--- config.mk ---
export PLATFORM = sky130hd
export DESIGN_NAME = pmod_dac_sequencer
export DESIGN_NICKNAME = d
export VERILOG_FILES = /design/src/rtl/pmod_dac_sequencer_pkg.sv /design/src/rtl/pmod_dac_sequencer_fifo.sv /design/src/rtl/pmod_dac_sequencer.sv
export SDC_FILE = /design/constraint.sdc
export NUM_CORES = 1
export LEC_CHECK = 0
export BUFFER_PORTS_ARGS = -buffer_cell sky130_fd_sc_hd__buf_2
export CORE_MARGIN = 2
export CORE_UTILIZATION = 39
export CTS_CLUSTER_SIZE = 24
export DETAILED_ROUTE_END_ITERATION = 7
export PLACE_DENSITY_LB_ADDON = 0.3
export SYNTH_ARGS = -nofsm -noshare
export SYNTH_HDL_FRONTEND = slang
export SYNTH_SLANG_ARGS = --single-unit
--- constraint.sdc ---
create_clock -name i_Clk -period 3.93 [get_ports i_Clk]
set_input_delay 0.786 -clock i_Clk [delete_from_list [all_inputs] [get_ports i_Clk]]
set_output_delay 0.786 -clock i_Clk [all_outputs]
set_load 0.01 [all_outputs]
--- src/rtl/pmod_dac_sequencer_pkg.sv ---
// Shared state encoding and DAC constants for the PMOD DAC sample sequencer.
package pmod_dac_sequencer_pkg;

  typedef enum logic [1:0] {
    ST_IDLE     = 2'd0,
    ST_PRIME    = 2'd1,
    ST_PLAY     = 2'd2,
    ST_UNDERRUN = 2'd3
  } state_t;

  localparam logic [7:0] DAC_MIDSCALE = 8'h80;

endpackage

--- src/rtl/pmod_dac_sequencer_fifo.sv ---
// Synchronous first-word-fall-through FIFO with flush; rd_dat shows the head with zero latency.
// Pushes while full and pops while empty are ignored; flush outranks push and pop.
module pmod_dac_sequencer_fifo #(
  parameter int DEPTH = 16,
  parameter int WIDTH = 8
) (
  input  logic                     clk,
  input  logic                     rst_n,
  input  logic                     flush,
  input  logic                     push,
  input  logic                     pop,
  input  logic [WIDTH-1:0]         wr_dat,
  output logic [WIDTH-1:0]         rd_dat,
  output logic [$clog2(DEPTH):0]   count,
  output logic                     full,
  output logic                     empty
);

  localparam int AW = $clog2(DEPTH);

  logic [WIDTH-1:0] mem [DEPTH];
  logic [AW-1:0]    wr_ptr;
  logic [AW-1:0]    rd_ptr;
  logic             do_push;
  logic             do_pop;

  assign do_push = push && !full && !flush;
  assign do_pop  = pop && !empty && !flush;

  always_ff @(posedge clk or negedge rst_n) begin
    if (!rst_n) begin
      wr_ptr <= '0;
      rd_ptr <= '0;
      count  <= '0;
    end else if (flush) begin
      wr_ptr <= '0;
      rd_ptr <= '0;
      count  <= '0;
    end else begin
      if (do_push) wr_ptr <= wr_ptr + 1'b1;
      if (do_pop)  rd_ptr <= rd_ptr + 1'b1;
      count <= count + {{AW{1'b0}}, do_push} - {{AW{1'b0}}, do_pop};
    end
  end

  // Storage needs no reset: count gates every read that matters.
  always_ff @(posedge clk) begin
    if (do_push) mem[wr_ptr] <= wr_dat;
  end

  assign rd_dat = mem[rd_ptr];
  assign full   = (count == (AW+1)'(DEPTH));
  assign empty  = (count == '0);

endmodule

--- src/rtl/pmod_dac_sequencer.sv ---
// Paces buffered 8-bit samples to the DAC, one per CLKS_PER_SAMPLE clocks once PRIME_LEVEL are queued.
// Producer sees o_wr_ready = !full outside IDLE; an empty buffer at a tick holds o_byte and flags underrun.
module pmod_dac_sequencer
  import pmod_dac_sequencer_pkg::*;
#(
  parameter int CLKS_PER_SAMPLE = 3125,
  parameter int FIFO_DEPTH      = 16,
  parameter int PRIME_LEVEL     = 8
) (
  input  logic                          i_Clk,
  input  logic                          i_Rst_L,
  input  logic                          i_enable,
  input  logic [7:0]                    i_wr_data,
  input  logic                          i_wr_valid,
  output logic                          o_wr_ready,
  input  logic                          i_clr_underrun,
  output logic [7:0]                    o_byte,
  output logic                          o_sample_strobe,
  output logic [$clog2(FIFO_DEPTH):0]   o_level,
  output logic                          o_underrun,
  output logic                          o_busy
);

  localparam int LW = $clog2(FIFO_DEPTH) + 1;
  localparam int CW = (CLKS_PER_SAMPLE > 1) ? $clog2(CLKS_PER_SAMPLE) : 1;
  localparam logic [CW-1:0] CNT_LAST  = CW'(CLKS_PER_SAMPLE - 1);
  localparam logic [LW-1:0] PRIME_LVL = LW'(PRIME_LEVEL);

  state_t        state;
  state_t        state_nxt;
  logic [CW-1:0] cnt;
  logic          tick;
  logic          push;
  logic          pop;
  logic [7:0]    head_dat;
  logic [LW-1:0] fifo_count;
  logic          fifo_full;
  logic          fifo_empty;

  pmod_dac_sequencer_fifo #(
    .DEPTH (FIFO_DEPTH),
    .WIDTH (8)
  ) u_fifo (
    .clk    (i_Clk),
    .rst_n  (i_Rst_L),
    .flush  (!i_enable),
    .push   (push),
    .pop    (pop),
    .wr_dat (i_wr_data),
    .rd_dat (head_dat),
    .count  (fifo_count),
    .full   (fifo_full),
    .empty  (fifo_empty)
  );

  always_ff @(posedge i_Clk or negedge i_Rst_L) begin
    if (!i_Rst_L) state <= ST_IDLE;
    else          state <= state_nxt;
  end

  always_comb begin
    state_nxt = state;
    if (!i_enable) begin
      state_nxt = ST_IDLE;
    end else begin
      case (state)
        ST_IDLE:               state_nxt = ST_PRIME;
        ST_PRIME, ST_UNDERRUN: if (fifo_count >= PRIME_LVL) state_nxt = ST_PLAY;
        ST_PLAY:               if (tick && fifo_empty) state_nxt = ST_UNDERRUN;
        default:               state_nxt = ST_IDLE;
      endcase
    end
  end

  always_comb begin
    o_busy     = (state != ST_IDLE);
    o_wr_ready = (state != ST_IDLE) && !fifo_full;
    tick       = (state == ST_PLAY) && (cnt == CNT_LAST);
  end

  assign push    = i_wr_valid && o_wr_ready;
  // Disable flushes on the same edge, so a tick then must neither pop nor strobe.
  assign pop     = tick && !fifo_empty && i_enable;
  assign o_level = fifo_count;

  // Counter idles at zero outside PLAY, which gives the load-0 on entry for free.
  always_ff @(posedge i_Clk or negedge i_Rst_L) begin
    if (!i_Rst_L) begin
      cnt             <= '0;
      o_byte          <= DAC_MIDSCALE;
      o_sample_strobe <= 1'b0;
      o_underrun      <= 1'b0;
    end else begin
      if (!i_enable || state != ST_PLAY || tick) cnt <= '0;
      else                                        cnt <= cnt + 1'b1;

      if (!i_enable) o_byte <= DAC_MIDSCALE;
      else if (pop)  o_byte <= head_dat;

      o_sample_strobe <= pop;

      if (!i_enable)                o_underrun <= 1'b0;
      else if (tick && fifo_empty)  o_underrun <= 1'b1;
      else if (i_clr_underrun)      o_underrun <= 1'b0;
    end
  end

endmodule

# ---- Word level (Yosys, flattened, before mapping)
# Memory sizes are Yosys's and may differ from the RTL's.
# Cells that the tools add are included.
dict set report word_totals {
  register_bits 37
  latch_bits 0
  mem_bits_rw 128
  romBits 0
  in_bits 13
  output_inout_bits 17
  elab_cells 64
  mem_count 1
}
# memory words word_bits read_ports rd_ports_with_merged_regs write_ports line_no
set memory_table {}
lappend memory_table {u_fifo.mem 16 8 1 0 1 pmod_dac_sequencer_fifo.sv:21} ;# logic [WIDTH-1:0] mem [DEPTH];
dict set report op_classes {
  add_sub_neg 5
  n_mul 0
  div_mod_pow 0
  order_cmp 1
  n_eq_ne 12
  shift 0
  mux 17
  n_bitwise 0
  reduce_logical 20
}
# operator n
set ops {}
lappend ops {{2-to-1 mux 4 bit} 4}
lappend ops {{2-to-1 mux 8 bit} 2}
lappend ops {{adder 12 x 1 -> 12 bit (second input constant)} 1}
lappend ops {{equality test 12 bit (second input constant)} 1}
lappend ops {{2-to-1 mux 12 bit} 1}
lappend ops {{logical AND 1 bit} 10}
lappend ops {{adder 4 x 1 -> 4 bit (second input constant)} 2}
lappend ops {{2-to-1 mux 2 bit} 3}
lappend ops {{!= test 2 x 1 -> 1 bit (second input constant)} 3}
lappend ops {{one-hot mux 2 bit (3 select lines)} 1}
lappend ops {{adder 5 x 1 -> 5 bit} 1}
lappend ops {{equality test 5 bit (second input constant)} 1}
lappend ops {{>= comparator 5 x 4 -> 1 bit (second input constant)} 1}
lappend ops {{logical NOT 5 bit} 1}
lappend ops {{2-to-1 mux 1 bit} 5}
lappend ops {{2-to-1 mux 5 bit} 1}
lappend ops {{subtractor 5 x 1 -> 5 bit} 1}
lappend ops {{equality test 2 bit (second input constant)} 2}
lappend ops {{logical NOT 1 bit} 3}
lappend ops {{!= test 3 x 1 -> 1 bit (second input constant)} 1}
lappend ops {{!= test 3 x 2 -> 1 bit (second input constant)} 1}
lappend ops {{!= test 3 bit (second input constant)} 1}
lappend ops {{equality test 2 x 1 -> 1 bit (second input constant)} 1}
lappend ops {{logical NOT 2 bit} 1}
lappend ops {{5 further kinds} 6}

# ---- Depth between registers and ports, before layout
# Gate-level depths: netlist (run 1).
dict set report depth {
  ltp_word 9
  mapped_depth 15
  mapped_depth_nobuf 15
}

# ---- Cells and area by module
# Synthesis (run 1) repeated with hierarchy kept, for this count alone.
dict set report unflattened {
  hier_cells 459
  area_unflattened_um2 7101.8
}
# module instances cells_per_inst area_per_inst_um2 seq_area_each_um2
set by_module_without_submodules {}
lappend by_module_without_submodules {pmod_dac_sequencer_fifo 1 339 5894.4 4169.0}
lappend by_module_without_submodules {pmod_dac_sequencer 1 120 1207.4 601.8}

# ---- Least setup slack after synthesis (run 1)
# Ideal clock, no wire load.
dict set report synth_timing {
  path_type {register to register}
  start {register cnt[0]}
  end {register u_fifo.count[4]}
  setup_ns 0.136
  t_arrival_ns 3.148
  required_time_ns 3.794
  setup_slack_ns 0.645
  stages_incl_launch_ff 16
  path_buffers 0
  period_less_slack_ns 3.285
  cell_sequence {dfrtp_1 inv_1 ha_1 or4bb_1 nor4_1 nand3_1 inv_1 ha_1 inv_1 ha_1 inv_1 fa_1 nand2b_1 a21oi_1 or3_1 a21oi_1}
}
dict set report synth_between {
  elab_chain_len 8
}
# element line_no
set synth_lines {}
lappend synth_lines {{from (decl)} pmod_dac_sequencer.sv:31} ;# logic [CW-1:0] cnt;
lappend synth_lines {{from (signal assigned)} pmod_dac_sequencer.sv:95} ;# else cnt <= cnt + 1'b1;
lappend synth_lines {{equality test 12 bit} pmod_dac_sequencer.sv:78} ;# tick = (state == ST_PLAY) && (cnt == CNT_LAST);
lappend synth_lines {{logical AND 1 bit} pmod_dac_sequencer.sv:78}
lappend synth_lines {{logical AND 1 bit (2 in series)} pmod_dac_sequencer.sv:83} ;# assign pop = tick && !fifo_empty && i_enable;
lappend synth_lines {{logical AND 1 bit (2 in series)} pmod_dac_sequencer_fifo.sv:28} ;# assign do_pop = pop && !empty && !flush;
lappend synth_lines {{subtractor 5 x 1 -> 5 bit} pmod_dac_sequencer_fifo.sv:42} ;# count <= count + {{AW{1'b0}}, do_push} - {{AW{1'b0}}, do_pop};
lappend synth_lines {{2-to-1 mux 5 bit} pmod_dac_sequencer_fifo.sv:35} ;# end else if (flush) begin
lappend synth_lines {{to (signal assigned)} pmod_dac_sequencer_fifo.sv:42}
lappend synth_lines {{to (decl)} pmod_dac_sequencer_fifo.sv:14} ;# output logic [$clog2(DEPTH):0] count,
# No other way between the ends.
# A chain may end at the register's enable or synchronous reset.

# ---- Final worst setup path (run 1)
# Ends and elaborated chain as after synthesis.

==> results of run 1 <==
==> cells in the final DEF (no fill, tap or decap), types with 2 or more instances in the layout <==
cell type and n:
clkinv_8 2, or4bb_1 2, clkinvlp_4 2, nand2_1 14, nand2b_1 3, a22o_1 14
buf_2 29, nor2b_1 4, ha_1 15, nand3_1 9, xor2_1 3, edfxtp_1 128
inv_6 6, xnor2_1 11, mux4_2 32, o22ai_1 7, mux2i_1 2, inv_1 21
bufinv_16 3, nor3_1 6, or4_1 2, dfrtp_1 35, or3_1 3, clkbuf_16 17
and2_1 3, nor4_1 3, nand4_1 4, buf_4 8, nor2_1 45, a21oi_1 10
o21ai_0 5, o31ai_1 3
==> worst max-delay path, cell delays in order, from the launching register on <==
cell	delay (ps)
dfrtp_1	420
inv_1	80
ha_1	140
or4bb_1	500
nor4_1	510
nand3_1	180
inv_1	90
ha_1	220
inv_1	60
ha_1	160
inv_1	50
fa_1	390
nand2b_1	160
a21oi_1	160
or3_1	130
a21oi_1	60
==> layer usage <==
layer / vias up / routed length (um) / GRT usage, %
met5: - / 0 / 0
met4: 0 / 174 / 6.25
met3: 15 / 615 / 3.65
met2: 78 / 6720 / 26.1
met1: 1868 / 6090 / 21.4
li1: 1673 / - / -
==> area by class of cell <==
type	count	share of cell area, %
repair buffers	37	2.60
clock inverters	15	2.67
clock buffers	17	5.40
flip-flops and latches	165	60.6
inverters	21	1.00
multi-input cells	213	24.2
well taps	225	3.57
==> cells by family after synthesis <==
family | Yosys count | share of synthesized area (%)
flops | 165 | 69.8
compound gates | 44 | 4.48
mux | 34 | 10.8
fa+ha+maj | 16 | 3.04
simple gates | 105 | 7.61
buf+inv | 42 | 2.49
xor+xnor | 14 | 1.79
==> registers in the layout, indices dropped and copies added, names as in the netlist <==
| register | cells |
|---|---|
| o_sample_strobe | 1 |
| u_fifo.count | 5 |
| cnt | 12 |
| u_fifo.wr_ptr | 4 |
| state | 2 |
| u_fifo.rd_ptr | 4 |
| u_fifo.mem | 128 |
| o_byte | 8 |
| o_underrun | 1 |
==> through the flow <==
step / cells / utilization (%) / total power, mW / hold slack, ps
2_1_floorplan: 420 / - / 2.23 / 474
3_3_place_gp: 661 / 42.0 / 2.36 / 489
3_5_place_dp: 661 / 42.0 / 2.38 / 513
4_1_cts: 693 / 45.7 / 4.13 / 460
5_1_grt: 693 / 45.7 / 4.25 / 514
6_report: 693 / 45.7 / 4.10 / 442
==> power by group through the flow <==
| stage | clock network, mW | registers [mW] | logic [mW] |
|---|---|---|---|
| after CTS | 1.79 | 1.97 | 0.373 |
| after global routing | 1.86 | 1.98 | 0.411 |
| after global placement | 0 | 2.00 | 0.359 |
| after floorplan | 0 | 2.00 | 0.229 |
| after detailed placement | 0 | 2.01 | 0.370 |
| final | 1.76 | 1.97 | 0.370 |
==> final timing paths <==
path	start	to	slack (ps)	cells after the start
worst max-delay path	cnt[0]$_DFF_PN0_	u_fifo.count[4]$_DFF_PN0_	490	15
worst min-delay path	i_Rst_L	u_fifo.count[4]$_DFF_PN0_	440	1
worst max register to register	cnt[0]$_DFF_PN0_	u_fifo.count[4]$_DFF_PN0_	490	15
worst min register to register	cnt[0]$_DFF_PN0_	cnt[0]$_DFF_PN0_	520	1
max in group asynchronous	i_Rst_L	u_fifo.rd_ptr[0]$_DFFE_PN0P_	2920	1
min in group i_Clk	cnt[0]$_DFF_PN0_	cnt[0]$_DFF_PN0_	520	1
==> results by group, run 1 <==
Place
  – Post-place setup slack: 517 ps
  – Final GP Congestion: 0.761
  – Placed cell area: 7240 um2
  – Port bufs: 29
  – DP HPWL: 9.06 mm

Final layout
  – Post-route cell area: 7880 um2
  – Sequential Area: 4770 um2
  – Layout area overhead: 15.2%
  – Filler cells: 1467
  – Area of the multi-input gates: 1900 um2
  – Ratio of cells with drive above 1 in the final layout: 22.6%
  – Ant diodes: 0
  – Fin nets: 484

Die
  – Die W: 136 um
  – Io pins: 30
  – Initial Util: 39.7%
  – Rows: 48
  – Core Area: 17200 um2
  – Full die area: 18600 um2
  – Die height: 136 um

STA
  – Min Tclk post-route: 3440 ps
  – TNS Setup: 0 ps
  – Fin. max-slew vios: 0
  – Final worst slack: 491 ps
  – Top achievable clock speed: 291 MHz
  – Hold Vio Cnt, Final: 0
  – Slew of the pin with the lowest slew margin: 955 ps
  – Slew margin rel.: 36.2%
  – Setup Skew: 8.67 ps
  – RSZ-0062 raised after global routing: no
  – Final setup viols: 0
  – Tcrit/Tclk final: 87.5%

Synthesis
  – Ys Warns: 0
  – Number of synthesized flops with an enable pin: 128
  – Gate Count Post-Synth: 420
  – Synthesis-stage register bit count: 165
  – Most used flip-flop cell after synthesis: edfxtp_1
  – Most frequent cell after synthesis: edfxtp_1
  – Post-synth top area share: 56.2%
  – Post-Syn Area per Cell: 16.3 um2
  – Synth area leaders: edfxtp_1 56%, dfrtp_1 13%, mux4_2 11%
  – Seq/Total Area, Yosys: 69.8%
  – Most frequent cells after synthesis: 128 x edfxtp_1, 45 x nor2_1, 36 x dfrtp_1
  – Mapped Area: 6840 um2
  – Distinct cells, synth: 43
  – Async SR Flop Fraction: 22.4%
  – Syn nets: 449
  – Leading area contributor after synthesis: edfxtp_1

Pwr
  – Sw power: 1.00 mW
  – Lkg Pwr: 2.73 nW
  – Clock power share: 42.9%
  – Gate power share: 9.0%
  – Sw Ratio: 24.4%
  – P per Cell Area: 520 nW/um2
  – Internal power: 3.10 mW
  – Sequential power share: 48.1%
  – Peak supply drop: 326 uV

Detailed routing
  – ANT nets after route: 0
  – Pre-antenna DRT Iters: 4
  – 1st-iter DRT viols: 351
  – Drt drc: 0
  – Vias/cell: 5.24
  – Vias: 3634
  – Aggregate routed wire length: 13.6 mm
  – Mean routed wirelength per cell: 19.6 um

Critical path
  – CP max FO: 5
  – CP required: 4220 ps
  – Startpoint Class: register
  – WP data arrival: 3730 ps
  – CP Capture Type: register
  – Kind of critical path: register to register

Run status
  – Status: finished, final reports clean

Global routing
  – First-pass GRT wire length: 21.6 mm
  – GRT Util Overall: 16.2%
  – Number of global-route vias before repair: 3817
  – Initial antenna violation count: 0
  – Pin count of the biggest net entering global routing: 38
  – Overflow after GRT: 0

CTS
  – # clock sinks: 165
  – Root Buffer Master: clkbuf_16
  – Worst skew pair latency: 430 ps
  – CTS tree: yes
  – Post-CTS Setup Bufs: 0
  – Reg clk slew, reported paths: 70 ps
  – H-tree depth: 4
  – Cts repair resizes: 0
  – Hold_buf cts: 0
  – CTS Buf Count: 17
  – Worst-case clock buffer depth: 2

Hold path
  – HP Class: input port to async pin

Flow run
  – Max Cap Viol: 0
No activity file was read; power rests on OpenSTA's default activity.
==> inputs of run 2 (changes only) <==
==> constraint.sdc (replaced) <==
create_clock -name i_Clk -period 3.93 [get_ports i_Clk]
set_input_delay 0.1965 -clock i_Clk [delete_from_list [all_inputs] [get_ports i_Clk]]
set_output_delay 0.1965 -clock i_Clk [all_outputs]
set_load 0.01 [all_outputs]
==> run 2 against run 1 <==
  * Fmax grew 2.0%
  * Worst setup slack better by 68 ps
  * Count of clock-buffer cells in the layout is 1 higher
  * Routed wire length about the same
  * Clock skew up 1.8 ps
  * Sequential power barely moved
  * First-iteration DRC count down 4.6%
  * Hold slack worse by 370 ps
  * Clock power down 7%
  * Flip-flop and latch count unchanged
  * Largest cell class unchanged
==> results by group, run 2 (same netlist as run 1, synthesis figures left out) <==
Run status
  – Status: finished, final reports clean (unchanged)

Critical path
  – Worst path max stage delay: 490 ps (was 510 ps)
  – CP Capture Type: register (unchanged)
  – WP data arrival: 3650 ps (was 3730 ps)
  – CP required: 4210 ps (was 4220 ps)
  – Critical path's slowest cell: or4bb_1 (was nor4_1)
  – Worst reg2reg startpoint: cnt[0]$_DFF_PN0_ (unchanged)
  – Critical Path Start: cnt[0]$_DFF_PN0_ (unchanged)
  – Kind of critical path: register to register (unchanged)
  – R2r setup slk: 560 ps (was 490 ps)
  – Startpoint Class: register (unchanged)
  – Worst r2r dst: u_fifo.count[4]$_DFF_PN0_ (unchanged)
  – CP dominant cell by count: inv_1 (unchanged)
  – CP max FO: 9 (was 5)
  – CP cell instances: inv_1 > ha_1 > or4bb_1 > nor4_1 > buf_4 > nand3_1 > buf_4 > inv_1 > ha_1 > inv_1 > ha_1 > inv_1 > fa_1 > nand2b_1 > a21oi_1 > or3_1 > a21oi_1 (was inv_1 > ha_1 > or4bb_1 > nor4_1 > nand3_1 > inv_1 > ha_1 > inv_1 > ha_1 > inv_1 > fa_1 > nand2b_1 > a21oi_1 > or3_1 > a21oi_1)
  – R2R depth: 17 (was 15)

CTS
  – H-tree depth: 4 (unchanged)
  – CTS Buf Count: 17 (unchanged)
  – Hold_buf cts: 1 (was 0)
  – # clock sinks: 165 (unchanged)
  – Reg clk slew, reported paths: 60 ps (was 70 ps)
  – Cts repair resizes: 0 (unchanged)
  – Worst skew pair latency: 430 ps (about the same)
  – Worst-case clock buffer depth: 2 (unchanged)
  – CTS tree: yes (unchanged)
  – Root Buffer Master: clkbuf_16 (unchanged)
  – Post-CTS Setup Bufs: 0 (unchanged)

Final layout
  – Filler cells: 1457 (was 1467)
  – Ratio of cells with drive above 1 in the final layout: 22.2% (was 22.6%)
  – Cell Count, Final, Fillers Out: 693 (unchanged)
  – Fin nets: 486 (was 484)
  – Commonest non-fill, non-tap cell in the layout: edfxtp_1 (unchanged)
  – Post-route cell area: 7840 um2 (was 7880 um2)
  – Layout area overhead: 14.6% (was 15.2%)
  – Ant diodes: 0 (unchanged)
  – Commonest cells after routing, fill and taps aside: 128 x edfxtp_1, 45 x nor2_1, 35 x dfrtp_1 (unchanged)
  – Largest regs: u_fifo.mem: 128 flops, cnt: 12 flops, o_byte: 8 flops (unchanged)
  – Most flops, register: u_fifo.mem (unchanged)
  – Max reg flops: 128 (unchanged)

Die
  – Die W: 136 um (unchanged)
  – Die height: 136 um (unchanged)
  – Rows: 48 (unchanged)
  – Full die area: 18600 um2 (unchanged)
  – Io pins: 30 (unchanged)
  – Initial Util: 39.7% (unchanged)
  – Core Area: 17200 um2 (unchanged)

Pwr
  – P per Cell Area: 506 nW/um2 (was 520 nW/um2)
  – Sequential power share: 49.7% (was 48.1%)
  – Tot Pwr: 3.97 mW (was 4.10 mW)
  – Peak supply drop: 310 uV (was 326 uV)
  – Sw Ratio: 24.0% (was 24.4%)
  – Lkg Pwr: 2.71 nW (was 2.73 nW)
  – Clock power share: 41.2% (was 42.9%)
  – Internal power: 3.01 mW (was 3.10 mW)
  – Sw power: 0.954 mW (was 1.00 mW)
  – Gate power share: 9.2% (was 9.0%)

Detailed routing
  – Vias: 3644 (was 3634)
  – 1st-iter DRT viols: 335 (was 351)
  – Mean routed wirelength per cell: 19.6 um (about the same)
  – Drt drc: 0 (unchanged)
  – Pre-antenna DRT Iters: 4 (unchanged)
  – ANT nets after route: 0 (unchanged)
  – Vias/cell: 5.26 (was 5.24)
  – Aggregate routed wire length: 13.6 mm (about the same)

Place
  – Inst Count DP: 662 (was 661)
  – DP HPWL: 8.92 mm (was 9.06 mm)
  – Final GP Congestion: 0.761 (about the same)
  – Placed cell area: 7250 um2 (was 7240 um2)
  – Port bufs: 29 (unchanged)

Global routing
  – Overflow after GRT: 0 (unchanged)
  – GRT Util Overall: 16.1% (was 16.2%)
  – First-pass GRT wire length: 21.6 mm (about the same)
  – Initial antenna violation count: 0 (unchanged)
  – Pin count of the biggest net entering global routing: 38 (unchanged)
  – Number of global-route vias before repair: 3820 (was 3817)

Hold path
  – Hold path startpoint: i_clr_underrun
  – Hold EP: o_underrun$_DFFE_PN0P_
  – HP Class: input port to register (was input port to async pin)
  – Hold path cells: 4

STA
  – Top achievable clock speed: 297 MHz (was 291 MHz)
  – Slew of the pin with the lowest slew margin: 1010 ps (was 955 ps)
  – Slew margin rel.: 32.6% (was 36.2%)
  – RSZ-0062 raised after global routing: no (unchanged)
  – Final setup viols: 0 (unchanged)
  – Setup Skew: 10.5 ps (was 8.67 ps)
  – Min Tclk post-route: 3370 ps (was 3440 ps)
  – TNS Setup: 0 ps (unchanged)
  – Fin. max-slew vios: 0 (unchanged)
  – Hold Vio Cnt, Final: 0 (unchanged)
  – Tcrit/Tclk final: 85.8% (was 87.5%)

Flow run
  – Max Cap Viol: 0 (unchanged)
==> run 2: cell type report <==
type / instances / area, um2 / area share, %
Sequential cell: 165 / 4770 / 60.9
Multi-Input combinational cell: 213 / 1900 / 24.3
Clock buffer: 18 / 429 / 5.48
Tap cell: 225 / 282 / 3.59
Timing Repair Buffer: 39 / 223 / 2.84
Clock inverter: 12 / 149 / 1.90
Inverter: 21 / 78.8 / 1.01
==> run 2: power groups by stage <==
stage	Combinational, mW	Clock [mW]	Sequential, mW
final	0.364	1.63	1.97
after global routing	0.415	1.74	1.98
after CTS	0.370	1.67	1.97
after detailed placement	0.366	0	2.01
after global placement	0.358	0	2.00
after floorplan	0.229	0	2.00
==> run 2: how the worst max path moves through the flow <==
stage,end,slack (ps),cells after the start
final,u_fifo.count[4]$_DFF_PN0_,560,17
after global routing,u_fifo.count[4]$_DFF_PN0_,260,17
after CTS,u_fifo.count[4]$_DFF_PN0_,550,17
after detailed placement,u_fifo.count[4]$_DFF_PN0_,570,17
after global placement,u_fifo.count[4]$_DFF_PN0_,620,17
after floorplan,u_fifo.count[4]$_DFF_PN0_,650,15
==> run 2: layer usage <==
layer  track usage [%]  share of wire, %  vias to the layer above
li1                  -                 -                     1679
met1              21.8                44                     1858
met2              25.7                49                       96
met3              3.80               5.6                       11
met4              5.73               1.1                        0
met5                 0                 0                        -
==> run 2: through the flow <==
| step | util, % | worst slack [ps] | hold slack, ps |
|---|---|---|---|
| after global routing | 45.5 | 259 | 129 |
| after floorplan | - | 645 | -99.1 |
| after detailed placement | 42.1 | 565 | 348 |
| after CTS | 45.5 | 548 | 50.8 |
| final | 45.5 | 559 | 77.1 |
| after global placement | 42.1 | 620 | 333 |
==> run 2: critical path: cells and delay by family, from the launching register on <==
kind,cells,cell delay (ps)
buffers and inverters,6,600
adder cells (fa/ha/maj),4,880
AO/OA/AOI/OAI,2,220
AND/OR/NAND/NOR,5,1100
flip-flops,1,420
==> inputs of run 3 (changes only) <==
--- a/config.mk
+++ b/config.mk
@@ -11,6 +11,7 @@
 export CTS_CLUSTER_SIZE = 24
 export DETAILED_ROUTE_END_ITERATION = 7
 export PLACE_DENSITY_LB_ADDON = 0.3
+export RECOVER_POWER = 25
 export SYNTH_ARGS = -nofsm -noshare
 export SYNTH_HDL_FRONTEND = slang
 export SYNTH_SLANG_ARGS = --single-unit
==> run 3 against run 2 <==
  * Utilization hardly changed
  * Hold slack worse by 0.96 ps
  * Non-clock buffer count stayed put
==> results by group, run 3 (same netlist as run 1, synthesis figures left out) <==
Run status
  – Status: finished, final reports clean (unchanged)

Detailed routing
  – Pre-antenna DRT Iters: 4 (unchanged)
  – 1st-iter DRT viols: 335 (unchanged)
  – Vias/cell: 5.26 (unchanged)
  – Drt drc: 0 (unchanged)
  – Mean routed wirelength per cell: 19.6 um (about the same)
  – ANT nets after route: 0 (unchanged)
  – Aggregate routed wire length: 13.6 mm (about the same)
  – Vias: 3644 (unchanged)

Die
  – Die W: 136 um (unchanged)
  – Full die area: 18600 um2 (unchanged)
  – Die height: 136 um (unchanged)
  – Core Area: 17200 um2 (unchanged)
  – Rows: 48 (unchanged)
  – Initial Util: 39.7% (unchanged)
  – Io pins: 30 (unchanged)

Critical path
  – Startpoint Class: register (unchanged)
  – CP delay by family, top: simple AND/OR/NAND/NOR gates (unchanged)
  – CP required: 4210 ps (about the same)
  – CP dominant cell by count: inv_1 (unchanged)
  – Critical path's slowest cell: or4bb_1 (unchanged)
  – WP data arrival: 3650 ps (about the same)
  – CP Capture Type: register (unchanged)
  – Crit path buf inv count: 6 (unchanged)
  – CP max FO: 9 (unchanged)
  – Kind of critical path: register to register (unchanged)
  – CP cell instances: inv_1 > ha_1 > or4bb_1 > nor4_1 > buf_4 > nand3_1 > buf_4 > inv_1 > ha_1 > inv_1 > ha_1 > inv_1 > fa_1 > nand2b_1 > a21oi_1 > or3_1 > a21oi_1 (unchanged)
  – Worst path max stage delay: 490 ps (about the same)

Global routing
  – Pin count of the biggest net entering global routing: 38 (unchanged)
  – First-pass GRT wire length: 21.6 mm (unchanged)
  – Number of global-route vias before repair: 3820 (unchanged)
  – GRT Util Overall: 16.1% (unchanged)
  – Overflow after GRT: 0 (unchanged)
  – Global routing met3 resource utilization: 3.80% (unchanged)
  – Grt met1 use: 21.8% (unchanged)
  – Initial antenna violation count: 0 (unchanged)
  – M2 GR Usage: 25.7% (unchanged)
  – Global route hottest layer: met2 (unchanged)

STA
  – Top achievable clock speed: 297 MHz (about the same)
  – Final setup viols: 0 (unchanged)
  – Fin. max-slew vios: 0 (unchanged)
  – Slew of the pin with the lowest slew margin: 1010 ps (about the same)
  – RSZ-0062 raised after global routing: no (unchanged)
  – TNS Setup: 0 ps (unchanged)
  – Setup Skew: 8.67 ps (was 10.5 ps)
  – Tcrit/Tclk final: 85.8% (about the same)
  – Min Tclk post-route: 3370 ps (about the same)
  – Hold Vio Cnt, Final: 0 (unchanged)
  – Hold_ws: 76.2 ps (was 77.1 ps)
  – Slew margin rel.: 32.6% (about the same)

CTS
  – Cts repair resizes: 0 (unchanged)
  – # clock sinks: 165 (unchanged)
  – CTS tree: yes (unchanged)
  – Worst skew pair latency: 420 ps (was 430 ps)
  – Worst-case clock buffer depth: 2 (unchanged)
  – Post-CTS Setup Bufs: 0 (unchanged)
  – CTS Buf Count: 17 (unchanged)
  – H-tree depth: 4 (unchanged)
  – Reg clk slew, reported paths: 60 ps (about the same)
  – Root Buffer Master: clkbuf_16 (unchanged)
  – Hold_buf cts: 1 (unchanged)

Pwr
  – Sw Ratio: 24.1% (was 24.0%)
  – P per Cell Area: 507 nW/um2 (was 506 nW/um2)
  – Internal power: 3.01 mW (about the same)
  – Lkg Pwr: 2.70 nW (was 2.71 nW)
  – Gate power share: 9.1% (was 9.2%)
  – Sw power: 0.954 mW (about the same)
  – Sequential power share: 49.7% (about the same)
  – Clock power share: 41.2% (about the same)
  – Peak supply drop: 311 uV (was 310 uV)

Final layout
  – Area of the multi-input gates: 1900 um2 (unchanged)
  – Commonest non-fill, non-tap cell in the layout: edfxtp_1 (unchanged)
  – Layout area overhead: 14.5% (was 14.6%)
  – Ant diodes: 0 (unchanged)
  – Commonest cells after routing, fill and taps aside: 128 x edfxtp_1, 45 x nor2_1, 35 x dfrtp_1 (unchanged)
  – Max reg flops: 128 (unchanged)
  – Most flops, register: u_fifo.mem (unchanged)
  – Sequential Area: 4770 um2 (unchanged)
  – Filler cells: 1455 (was 1457)
  – Ratio of cells with drive above 1 in the final layout: 20.9% (was 22.2%)
  – Fin nets: 486 (unchanged)
  – Largest regs: u_fifo.mem: 128 flops, cnt: 12 flops, o_byte: 8 flops (unchanged)

Place
  – Final GP Congestion: 0.761 (unchanged)
  – DP HPWL: 8.92 mm (unchanged)
  – Port bufs: 29 (unchanged)

Flow run
  – Max Cap Viol: 0 (unchanged)

Hold path
  – HP Class: input port to register (unchanged)
-- run 3: cell count changes in the layout (fill, tap and decap cells not counted), sizes merged --
cell and change:
buf -6, clkbuf +6
-- run 3: path summary, 6_finish.rpt --
check | cells past startpoint | from | slack, ps | endpoint
setup / recovery | 17 | cnt[0]$_DFF_PN0_ | 560 | u_fifo.count[4]$_DFF_PN0_
hold / removal | 4 | i_clr_underrun | 80 | o_underrun$_DFFE_PN0P_
setup reg to reg | 17 | cnt[0]$_DFF_PN0_ | 560 | u_fifo.count[4]$_DFF_PN0_
hold reg to reg | 1 | cnt[0]$_DFF_PN0_ | 510 | cnt[0]$_DFF_PN0_
max in group asynchronous | 2 | i_Rst_L | 2940 | u_fifo.rd_ptr[0]$_DFFE_PN0P_
min in group asynchronous | 2 | i_Rst_L | 410 | u_fifo.count[4]$_DFF_PN0_
-- run 3: power groups by stage --
stage	clock, mW	combinational (mW)	sequential (mW)
after detailed placement	0	0.366	2.01
after floorplan	0	0.229	2.00
final	1.63	0.363	1.97
after CTS	1.67	0.370	1.97
after global routing	1.74	0.414	1.98
after global placement	0	0.358	2.00
-- run 3: layout make-up --
| type | instances | share of cell area [%] |
|---|---|---|
| flip-flops and latches | 165 | 60.9 |
| multi-input cells | 213 | 24.3 |
| clock buffers | 18 | 5.48 |
| well taps | 225 | 3.60 |
| repair buffers | 39 | 2.75 |
| clock inverters | 12 | 1.90 |
| inverters | 21 | 1.01 |
-- run 3: metrics by stage --
| step | cells | area [um2] | setup slack, ps | power, mW | utilization [%] |
|---|---|---|---|---|---|
| after floorplan | 420 | 6840 | 645 | 2.23 | - |
| after global placement | 662 | 7250 | 620 | 2.36 | 42.1 |
| after detailed placement | 662 | 7250 | 565 | 2.37 | 42.1 |
| after CTS | 693 | 7840 | 548 | 4.01 | 45.5 |
| after global routing | 693 | 7830 | 259 | 4.14 | 45.4 |
| final | 693 | 7830 | 558 | 3.97 | 45.4 |
-- run 3: tightest hold or removal path: stages --
cell     delay (ps)
buf_2            80
nor2b_1          40
a21oi_1         110
nor2_1           40
-- run 3: per-layer routing --
metal / vias up / part of all wire [%]
li1: 1680 / -
met1: 1866 / 44
met2: 87 / 49
met3: 11 / 5.2
met4: 0 / 1.1
met5: - / 0
